`config.mk`:
```
export PLATFORM = sky130hd
export DESIGN_NAME = axi_tag_tracker_flat
export DESIGN_NICKNAME = d
export VERILOG_FILES = /design/src/rtl/axi_tag_tracker_if.sv /design/src/rtl/axi_tag_tracker.sv /design/src/flat_wrapper.sv
export SDC_FILE = /design/constraint.sdc
export NUM_CORES = 2
export LEC_CHECK = 0
export CELL_PAD_IN_SITES_DETAIL_PLACEMENT = 1
export CELL_PAD_IN_SITES_GLOBAL_PLACEMENT = 2
export CORE_MARGIN = 4
export CORE_UTILIZATION = 35
export CTS_CLUSTER_DIAMETER = 120
export DETAILED_ROUTE_END_ITERATION = 10
export GPL_TIMING_DRIVEN = 0
export PLACE_DENSITY_LB_ADDON = 0.1
export SYNTH_ARGS = -nofsm -noshare
export SYNTH_HDL_FRONTEND = slang
export SYNTH_SLANG_ARGS = --single-unit
```
`constraint.sdc`:
```
create_clock -name axi_clk -period 24.8 [get_ports axi_clk]
set_input_delay 4.96 -clock axi_clk [delete_from_list [all_inputs] [get_ports axi_clk]]
set_output_delay 4.96 -clock axi_clk [all_outputs]
set_load 0.03 [all_outputs]
```
`src/rtl/axi_tag_tracker_if.sv`:
```
// Request/completion/timeout bundle for the non-posted tag tracker.
// The master side drives allocation requests, completions and timeout acceptance;
// the slave side (the tracker) returns grants, lookup results and timeout records.
interface axi_tag_tracker_if #(
  parameter int NUM_TAGS     = 32,
  parameter int TAG_WIDTH    = $clog2(NUM_TAGS),
  parameter int AXI_ID_WIDTH = 4,
  parameter int LEN_WIDTH    = 10
);
  logic                    alloc_req;
  logic [AXI_ID_WIDTH-1:0] alloc_axi_id;
  logic [LEN_WIDTH-1:0]    alloc_len;
  logic                    alloc_grant;
  logic [TAG_WIDTH-1:0]    alloc_tag;
  logic                    tags_available;
  logic [TAG_WIDTH:0]      outstanding_cnt;

  logic                    cpl_valid;
  logic [TAG_WIDTH-1:0]    cpl_tag;
  logic [LEN_WIDTH-1:0]    cpl_len;
  logic [2:0]              cpl_status;

  logic                    rsp_valid;
  logic [AXI_ID_WIDTH-1:0] rsp_axi_id;
  logic                    rsp_last;
  logic                    rsp_unexpected;
  logic                    rsp_error;

  logic                    to_valid;
  logic [TAG_WIDTH-1:0]    to_tag;
  logic [AXI_ID_WIDTH-1:0] to_axi_id;
  logic                    to_ready;

  modport master (
    output alloc_req, alloc_axi_id, alloc_len,
    input  alloc_grant, alloc_tag, tags_available, outstanding_cnt,
    output cpl_valid, cpl_tag, cpl_len, cpl_status,
    input  rsp_valid, rsp_axi_id, rsp_last, rsp_unexpected, rsp_error,
    input  to_valid, to_tag, to_axi_id,
    output to_ready
  );

  modport slave (
    input  alloc_req, alloc_axi_id, alloc_len,
    output alloc_grant, alloc_tag, tags_available, outstanding_cnt,
    input  cpl_valid, cpl_tag, cpl_len, cpl_status,
    output rsp_valid, rsp_axi_id, rsp_last, rsp_unexpected, rsp_error,
    output to_valid, to_tag, to_axi_id,
    input  to_ready
  );
endinterface

```
`src/rtl/axi_tag_tracker.sv`:
```
// Non-posted request tag tracker: allocates tags to AXI reads, matches returning
// completions against the remaining DW count, and runs a per-tag completion
// timeout whose expired tags are handed off through a valid/ready record.
module axi_tag_tracker #(
  parameter int NUM_TAGS       = 32,
  parameter int TAG_WIDTH      = $clog2(NUM_TAGS),
  parameter int AXI_ID_WIDTH   = 4,
  parameter int LEN_WIDTH      = 10,
  parameter int TIMEOUT_CYCLES = 65535,
  parameter int TIMER_WIDTH    = 16
) (
  input logic              axi_clk,
  input logic              ARESET,
  axi_tag_tracker_if.slave bus
);
  typedef enum logic [1:0] {
    TAG_FREE    = 2'd0,
    TAG_PENDING = 2'd1,
    TAG_EXPIRED = 2'd2
  } tag_state_e;

  localparam int                     REM_W       = LEN_WIDTH + 1;
  localparam logic [REM_W-1:0]       FULL_LEN    = {1'b1, {LEN_WIDTH{1'b0}}};
  localparam bit                     TIMEOUT_EN  = (TIMEOUT_CYCLES != 0);
  localparam logic [TIMER_WIDTH-1:0] TIMEOUT_VAL = TIMER_WIDTH'(TIMEOUT_CYCLES);

  // A zero length field stands for the maximum transfer size.
  function automatic logic [REM_W-1:0] decode_len(input logic [LEN_WIDTH-1:0] len);
    decode_len = (len == '0) ? FULL_LEN : {1'b0, len};
  endfunction

  tag_state_e              state_q     [NUM_TAGS];
  tag_state_e              state_d     [NUM_TAGS];
  logic [AXI_ID_WIDTH-1:0] axi_id_q    [NUM_TAGS];
  logic [AXI_ID_WIDTH-1:0] axi_id_d    [NUM_TAGS];
  logic [REM_W-1:0]        remaining_q [NUM_TAGS];
  logic [REM_W-1:0]        remaining_d [NUM_TAGS];
  logic [TIMER_WIDTH-1:0]  timer_q     [NUM_TAGS];
  logic [TIMER_WIDTH-1:0]  timer_d     [NUM_TAGS];

  logic                    free_found;
  logic [TAG_WIDTH-1:0]    free_idx;
  logic [TAG_WIDTH:0]      busy_cnt;
  logic                    alloc_grant;

  logic [REM_W-1:0]        cpl_dw;
  logic                    cpl_hit;
  logic                    cpl_sc;
  logic                    cpl_close;

  logic                    rsp_valid_q, rsp_valid_d;
  logic [AXI_ID_WIDTH-1:0] rsp_axi_id_q, rsp_axi_id_d;
  logic                    rsp_last_q, rsp_last_d;
  logic                    rsp_unexpected_q, rsp_unexpected_d;
  logic                    rsp_error_q, rsp_error_d;

  logic                    exp_found;
  logic [TAG_WIDTH-1:0]    exp_idx;
  logic                    to_accept;
  logic                    to_valid_q, to_valid_d;
  logic [TAG_WIDTH-1:0]    to_tag_q, to_tag_d;
  logic [AXI_ID_WIDTH-1:0] to_axi_id_q, to_axi_id_d;

  // Lowest free tag and the count of tags in use, both from registered state so a
  // tag freed this cycle only becomes grantable next cycle.
  always_comb begin
    free_found = 1'b0;
    free_idx   = '0;
    busy_cnt   = '0;
    for (int i = NUM_TAGS - 1; i >= 0; i--) begin
      if (state_q[i] == TAG_FREE) begin
        free_found = 1'b1;
        free_idx   = TAG_WIDTH'(i);
      end else begin
        busy_cnt = busy_cnt + 1'b1;
      end
    end
  end

  assign alloc_grant = bus.alloc_req & free_found & ~ARESET;

  // Completion lookup against the addressed tag.
  always_comb begin
    cpl_dw    = decode_len(bus.cpl_len);
    cpl_sc    = (bus.cpl_status == 3'b000);
    cpl_hit   = bus.cpl_valid & (state_q[bus.cpl_tag] == TAG_PENDING);
    cpl_close = cpl_hit & (~cpl_sc | (cpl_dw >= remaining_q[bus.cpl_tag]));

    rsp_valid_d      = bus.cpl_valid;
    rsp_axi_id_d     = bus.cpl_valid ? axi_id_q[bus.cpl_tag] : '0;
    rsp_last_d       = cpl_close;
    rsp_unexpected_d = bus.cpl_valid & ~cpl_hit;
    rsp_error_d      = bus.cpl_valid & ~cpl_sc;
  end

  assign to_accept = to_valid_q & bus.to_ready;

  // Per-tag table update; completion, timeout accept and allocation never touch
  // the same tag because each acts on a different tag state.
  always_comb begin
    state_d     = state_q;
    axi_id_d    = axi_id_q;
    remaining_d = remaining_q;
    timer_d     = timer_q;
    for (int i = 0; i < NUM_TAGS; i++) begin
      if (state_q[i] == TAG_PENDING) begin
        // Timer saturates at the limit so a tag kept alive by a partial
        // completion on the expiry cycle still expires on the following one.
        if (!TIMEOUT_EN || timer_q[i] != TIMEOUT_VAL) begin
          timer_d[i] = timer_q[i] + 1'b1;
        end
        if (cpl_hit && bus.cpl_tag == TAG_WIDTH'(i)) begin
          if (cpl_close) begin
            state_d[i] = TAG_FREE;
          end else begin
            remaining_d[i] = remaining_q[i] - cpl_dw;
          end
        end else if (TIMEOUT_EN && timer_d[i] == TIMEOUT_VAL) begin
          state_d[i] = TAG_EXPIRED;
        end
      end
      if (to_accept && to_tag_q == TAG_WIDTH'(i)) begin
        state_d[i] = TAG_FREE;
      end
      if (alloc_grant && free_idx == TAG_WIDTH'(i)) begin
        state_d[i]     = TAG_PENDING;
        axi_id_d[i]    = bus.alloc_axi_id;
        remaining_d[i] = decode_len(bus.alloc_len);
        timer_d[i]     = '0;
      end
    end
  end

  // Timeout record: latch the lowest expired tag and hold it until accepted.
  always_comb begin
    exp_found = 1'b0;
    exp_idx   = '0;
    for (int i = NUM_TAGS - 1; i >= 0; i--) begin
      if (state_d[i] == TAG_EXPIRED) begin
        exp_found = 1'b1;
        exp_idx   = TAG_WIDTH'(i);
      end
    end
    to_valid_d  = to_valid_q;
    to_tag_d    = to_tag_q;
    to_axi_id_d = to_axi_id_q;
    if (!to_valid_q || bus.to_ready) begin
      to_valid_d  = exp_found;
      to_tag_d    = exp_idx;
      to_axi_id_d = exp_found ? axi_id_q[exp_idx] : '0;
    end
  end

  // Control and output registers.
  always_ff @(posedge axi_clk) begin
    if (ARESET) begin
      for (int i = 0; i < NUM_TAGS; i++) begin
        state_q[i] <= TAG_FREE;
        timer_q[i] <= '0;
      end
      rsp_valid_q      <= 1'b0;
      rsp_axi_id_q     <= '0;
      rsp_last_q       <= 1'b0;
      rsp_unexpected_q <= 1'b0;
      rsp_error_q      <= 1'b0;
      to_valid_q       <= 1'b0;
      to_tag_q         <= '0;
      to_axi_id_q      <= '0;
    end else begin
      state_q          <= state_d;
      timer_q          <= timer_d;
      rsp_valid_q      <= rsp_valid_d;
      rsp_axi_id_q     <= rsp_axi_id_d;
      rsp_last_q       <= rsp_last_d;
      rsp_unexpected_q <= rsp_unexpected_d;
      rsp_error_q      <= rsp_error_d;
      to_valid_q       <= to_valid_d;
      to_tag_q         <= to_tag_d;
      to_axi_id_q      <= to_axi_id_d;
    end
  end

  // Recorded ID and remaining count are only meaningful while a tag is in use.
  always_ff @(posedge axi_clk) begin
    axi_id_q    <= axi_id_d;
    remaining_q <= remaining_d;
  end

  assign bus.alloc_grant     = alloc_grant;
  assign bus.alloc_tag       = free_idx;
  assign bus.tags_available  = free_found;
  assign bus.outstanding_cnt = busy_cnt;
  assign bus.rsp_valid       = rsp_valid_q;
  assign bus.rsp_axi_id      = rsp_axi_id_q;
  assign bus.rsp_last        = rsp_last_q;
  assign bus.rsp_unexpected  = rsp_unexpected_q;
  assign bus.rsp_error       = rsp_error_q;
  assign bus.to_valid        = to_valid_q;
  assign bus.to_tag          = to_tag_q;
  assign bus.to_axi_id       = to_axi_id_q;
endmodule

```
`src/flat_wrapper.sv`:
```
// flat-port wrapper written by rule: the top's interface ports become plain ports
module axi_tag_tracker_flat 
#(
  parameter int NUM_TAGS       = 32,
  parameter int TAG_WIDTH      = $clog2(NUM_TAGS),
  parameter int AXI_ID_WIDTH   = 4,
  parameter int LEN_WIDTH      = 10,
  parameter int TIMEOUT_CYCLES = 65535,
  parameter int TIMER_WIDTH    = 16
)
  (axi_clk, ARESET, bus_alloc_req, bus_alloc_axi_id, bus_alloc_len, bus_alloc_grant, bus_alloc_tag, bus_tags_available, bus_outstanding_cnt, bus_cpl_valid, bus_cpl_tag, bus_cpl_len, bus_cpl_status, bus_rsp_valid, bus_rsp_axi_id, bus_rsp_last, bus_rsp_unexpected, bus_rsp_error, bus_to_valid, bus_to_tag, bus_to_axi_id, bus_to_ready);
  axi_tag_tracker_if #(.NUM_TAGS(NUM_TAGS), .TAG_WIDTH(TAG_WIDTH), .AXI_ID_WIDTH(AXI_ID_WIDTH), .LEN_WIDTH(LEN_WIDTH)) bus_i ();
  input logic axi_clk;
  input logic ARESET;
  input wire logic [$bits(bus_i.alloc_req)-1:0] bus_alloc_req;
  input wire logic [$bits(bus_i.alloc_axi_id)-1:0] bus_alloc_axi_id;
  input wire logic [$bits(bus_i.alloc_len)-1:0] bus_alloc_len;
  output wire logic [$bits(bus_i.alloc_grant)-1:0] bus_alloc_grant;
  output wire logic [$bits(bus_i.alloc_tag)-1:0] bus_alloc_tag;
  output wire logic [$bits(bus_i.tags_available)-1:0] bus_tags_available;
  output wire logic [$bits(bus_i.outstanding_cnt)-1:0] bus_outstanding_cnt;
  input wire logic [$bits(bus_i.cpl_valid)-1:0] bus_cpl_valid;
  input wire logic [$bits(bus_i.cpl_tag)-1:0] bus_cpl_tag;
  input wire logic [$bits(bus_i.cpl_len)-1:0] bus_cpl_len;
  input wire logic [$bits(bus_i.cpl_status)-1:0] bus_cpl_status;
  output wire logic [$bits(bus_i.rsp_valid)-1:0] bus_rsp_valid;
  output wire logic [$bits(bus_i.rsp_axi_id)-1:0] bus_rsp_axi_id;
  output wire logic [$bits(bus_i.rsp_last)-1:0] bus_rsp_last;
  output wire logic [$bits(bus_i.rsp_unexpected)-1:0] bus_rsp_unexpected;
  output wire logic [$bits(bus_i.rsp_error)-1:0] bus_rsp_error;
  output wire logic [$bits(bus_i.to_valid)-1:0] bus_to_valid;
  output wire logic [$bits(bus_i.to_tag)-1:0] bus_to_tag;
  output wire logic [$bits(bus_i.to_axi_id)-1:0] bus_to_axi_id;
  input wire logic [$bits(bus_i.to_ready)-1:0] bus_to_ready;
  assign bus_i.alloc_req = bus_alloc_req;
  assign bus_i.alloc_axi_id = bus_alloc_axi_id;
  assign bus_i.alloc_len = bus_alloc_len;
  assign bus_alloc_grant = bus_i.alloc_grant;
  assign bus_alloc_tag = bus_i.alloc_tag;
  assign bus_tags_available = bus_i.tags_available;
  assign bus_outstanding_cnt = bus_i.outstanding_cnt;
  assign bus_i.cpl_valid = bus_cpl_valid;
  assign bus_i.cpl_tag = bus_cpl_tag;
  assign bus_i.cpl_len = bus_cpl_len;
  assign bus_i.cpl_status = bus_cpl_status;
  assign bus_rsp_valid = bus_i.rsp_valid;
  assign bus_rsp_axi_id = bus_i.rsp_axi_id;
  assign bus_rsp_last = bus_i.rsp_last;
  assign bus_rsp_unexpected = bus_i.rsp_unexpected;
  assign bus_rsp_error = bus_i.rsp_error;
  assign bus_to_valid = bus_i.to_valid;
  assign bus_to_tag = bus_i.to_tag;
  assign bus_to_axi_id = bus_i.to_axi_id;
  assign bus_i.to_ready = bus_to_ready;
  axi_tag_tracker #(.NUM_TAGS(NUM_TAGS), .TAG_WIDTH(TAG_WIDTH), .AXI_ID_WIDTH(AXI_ID_WIDTH), .LEN_WIDTH(LEN_WIDTH), .TIMEOUT_CYCLES(TIMEOUT_CYCLES), .TIMER_WIDTH(TIMER_WIDTH)) u_core (.axi_clk(axi_clk), .ARESET(ARESET), .bus(bus_i));
endmodule
```
==> run summary <==
For the worst setup path, the data required time is 19.84 ns. The most prevalent standard cell on the critical path is sky130_fd_sc_hd__ha_1. Dividing the detail-routed wire length by the instance count gives 24.1 um. Routability congestion estimate: 0.885. The synthesized design contains 1,074 register bits. Leakage power figure: 29.8 nW. The proportion of layout cells with a drive suffix above 1 works out to 6.88%. The number of flops mapped to enable cells by yosys works out to 480. The TritonCTS buffer count came out at 144. The first global-routing pass estimated 424,000 um of wire. The final-layout setup total negative slack was 0 ns.

Biggest area consumer among synthesized cells: sky130_fd_sc_hd__edfxtp_1. The maximum fanout count along the critical path works out to 7. The run gives 35.3% as the fraction of the yosys area taken by sequential cells. TritonCTS built the clock tree.

Summing every instance area after synthesis gives 74,400 sq um. For this run, asynchronously set or reset flops after synthesis account for 0%. Highest-delay cell along the critical path: sky130_fd_sc_hd__dfxtp_2. Yosys printed 0 warnings.

After synthesis, the largest area contributor takes up 19.4% of total cell area. Across all hold checks on the routed design, the worst slack comes to 0.491 ns. Timing analysis after detailed placement gives a worst setup slack of -0.914 ns.

The routed via count divided by cell count was 5.60. The run finished, with violations left. The tools report the H-tree level count as 4. For the overall power, the log shows 4.31 mW. The area growth from synthesis to layout works out to 12.9%. The tools report the root buffer cell as sky130_fd_sc_hd__clkbuf_16.

Number of remaining DRC errors: 0. In the synthesized netlist, the cells that appear most often are sky130_fd_sc_hd__nor2_1, sky130_fd_sc_hd__nand2_1, sky130_fd_sc_hd__dfxtp_1. The number of top-level pins is 68, and the cell row count is 169.

The area of the die is 220,000 sq um. The chip width works out to 469 um. Summed over all nets, the half-perimeter wirelength after detailed placement is 220,000 um. The total clock sinks is 1,074. Cell with the most instances after synthesis: sky130_fd_sc_hd__nor2_1. Entering global routing, the biggest net connects 33 pins.

In this run the mean area of a mapped cell was 8.68 sq um. Setup slack on the critical path of the routed design comes to 1.03 ns. The tools report the total global routing overflow as 0. Global routing used 25.2% of the available tracks. In the finished design, the share of the clock period the worst path needs comes to 95.8%. For the number of antenna violations at the first check in global routing, the log shows 22.

The tools report the final count of pins violating max slew as 14. The final reports fail on capacitance limit, slew limit. The run gives 42.1 MHz as the highest achievable clock rate. Maximum count of clock buffers along a single path: 3. The number of port buffers came out at 55. Across the routed clock network, the largest skew measured is 0.0597 ns. The first detailed-routing pass took 5 iterations.

The final-report hold violation count came out at 0. Type of the worst min-delay path: reg2reg. The violation count after the first detailed-route iteration came out at 3,889.

Max-cap violations in this run came to 3. The most common flop cell mapped by yosys was sky130_fd_sc_hd__dfxtp_1. The clock transition at the registers of the reported paths was 0.06 ns.

Setup violations remaining at the end of the flow were counted as 0. Subtracting the final worst setup slack from the clock period gives 23.77 ns. On the worst path, the slowest cell contributes a delay of 0.36 ns. The net total in the final layout is 9,291, and the depth of the worst hold-timing path is 2. The critical path is of the reg2out type. The logs give 14.65 ns for the worst setup slack for register-to-register paths and -4.23% for the worst-case headroom to the max-slew limit. Synthesis produced 8,577 cells. The y dimension of the die came out at 469 um. The worst setup path is launched from a register.

Yosys mapped the design onto 101 distinct sky130hd cell types. For this block, the via count after detailed routing is 66,000. Ranked by total cell area, the synthesized netlist is headed by sky130_fd_sc_hd__edfxtp_1, sky130_fd_sc_hd__dfxtp_1, sky130_fd_sc_hd__ha_1. The logs give 284,000 um for the total detailed-routing wirelength and 18.81 ns for the signal arrival time at the worst endpoint. Synthesis produced a netlist with a net count of 9,041. The tools report the via count of the first global-routing pass as 66,800. For the count of antenna-violating nets left after detailed routing, the log shows 0. The clock latency at the later pin of the worst-skew pair came out at 0.83 ns.

For this run, the share of the core covered by cells in the final layout is 39.7%. The area of the core came out at 212,000 sq um. The kind of end point of the critical path is a primary output.

The total power per unit cell area works out to 51.3 nW/um^2. For the pin with the worst max-slew slack, the measured transition is 1.56 ns. Across the VDD grid, the largest voltage drop is 0.0000763 V. The worst register-to-register path has a depth of 24. Once the floorplan was initialized, standard cells occupied 35.1% of the core.
[report_power, final]
group / internal [mW] / switching (mW) / total [mW]
clock: 1.19 / 0.902 / 2.09
sequential: 1.86 / 0.00212 / 1.86
combinational: 0.133 / 0.221 / 0.354
[cell families (layout without fill, tap and decap cells)]
kind of cell / after synthesis / after routing / synth area share (%)
multiplexers: 335 / 335 / 7.20
adder cells (fa/ha/maj): 427 / 427 / 7.50
AO/OA/AOI/OAI: 1682 / 1682 / 13.8
AND/OR/NAND/NOR: 3667 / 3667 / 23.8
other: 0 / 5 / 0
XOR/XNOR: 717 / 717 / 8.98
flip-flops: 1074 / 1074 / 35.3
buffers and inverters: 675 / 1043 / 3.44
[critical path: cells and delay by family (launching register included)]
kind / cells / cell delay (ns)
DFF: 1 / 0.36
xor gates and xnor gates: 2 / 0.48
muxes: 3 / 0.89
buffers and inverters: 7 / 0.61
adders and majority gates: 30 / 8.86
AOI/OAI and AO/OA: 29 / 4.01
and+or+nand+nor: 29 / 2.75
[timing repair]
item                                    CTS  global route
gates resized for setup                  37            23
buffers inserted                          5             8
endpoints found under the setup margin    5             5
pin swaps                                 7            12
cloned                                    0             0
hold buffers                              0             0
[cell type report]
| cell class | instances | area [sq um] |
|---|---|---|
| inverters | 263 | 987 |
| repair buffers | 104 | 1100 |
| clock inverters | 61 | 684 |
| diodes | 5 | 12.5 |
| clock buffers | 203 | 4000 |
| plain buffers | 412 | 1590 |
| multi-input cells | 6828 | 45800 |
| well taps | 2821 | 3530 |
| fillers | 24700 | 128000 |
| flip-flops and latches | 1074 | 26300 |
[per-layer routing]
metal | track usage [%] | part of all wire (%) | vias up
li1 | - | - | 31300
met1 | 33.2 | 45 | 33000
met2 | 43.0 | 48 | 1249
met3 | 2.62 | 3.8 | 400
met4 | 8.74 | 3.6 | 4
met5 | 0 | 0.0095 | -
[flip-flops by register name, indices dropped and copies added (netlist names)]
register                   flops
u_core.timer_q               512
u_core.remaining_q           352
u_core.axi_id_q              128
u_core.state_q                64
u_core.bus.to_tag              5
u_core.bus.rsp_axi_id          4
u_core.bus.to_axi_id           4
u_core.bus.rsp_error           1
u_core.bus.rsp_last            1
u_core.bus.rsp_unexpected      1
u_core.bus.rsp_valid           1
u_core.bus.to_valid            1
[cell usage in the layout (no fill, tap or decap), types with 110 or more instances in the layout]
cell                        count
sky130_fd_sc_hd__nor2_1      1107
sky130_fd_sc_hd__nand2_1      858
sky130_fd_sc_hd__dfxtp_1      592
sky130_fd_sc_hd__a21oi_1      501
sky130_fd_sc_hd__edfxtp_1     480
sky130_fd_sc_hd__o21ai_0      456
sky130_fd_sc_hd__clkbuf_1     400
sky130_fd_sc_hd__ha_1         392
sky130_fd_sc_hd__xor2_1       350
sky130_fd_sc_hd__nand3_1      342
sky130_fd_sc_hd__xnor2_1      332
sky130_fd_sc_hd__nand2b_1     256
sky130_fd_sc_hd__inv_1        251
sky130_fd_sc_hd__nor3_1       179
sky130_fd_sc_hd__and2_1       171
sky130_fd_sc_hd__nand4_1      162
sky130_fd_sc_hd__mux2i_1      159
sky130_fd_sc_hd__mux4_2       158
sky130_fd_sc_hd__clkbuf_16    145
sky130_fd_sc_hd__nor2b_1      133
sky130_fd_sc_hd__and3_1       129
sky130_fd_sc_hd__o31ai_1      110
[worst paths after layout]
check | start | to
worst min-delay path | u_core.timer_q[241] | u_core.timer_q[241]
worst min register to register | u_core.timer_q[241] | u_core.timer_q[241]
worst max register to register | u_core.state_q[11] | u_core.bus.to_axi_id[0]
worst max-delay path | u_core.state_q[3] | bus_outstanding_cnt[4]
[through the flow]
| stage | cell area [sq um] | cells |
|---|---|---|
| after floorplan | 74400 | 8577 |
| after global placement | 78500 | 11500 |
| after detailed placement | 79100 | 11500 |
| after CTS | 83800 | 11800 |
| after global routing | 84000 | 11800 |
| final | 84000 | 11800 |
Power figures use the tool's default switching activity.
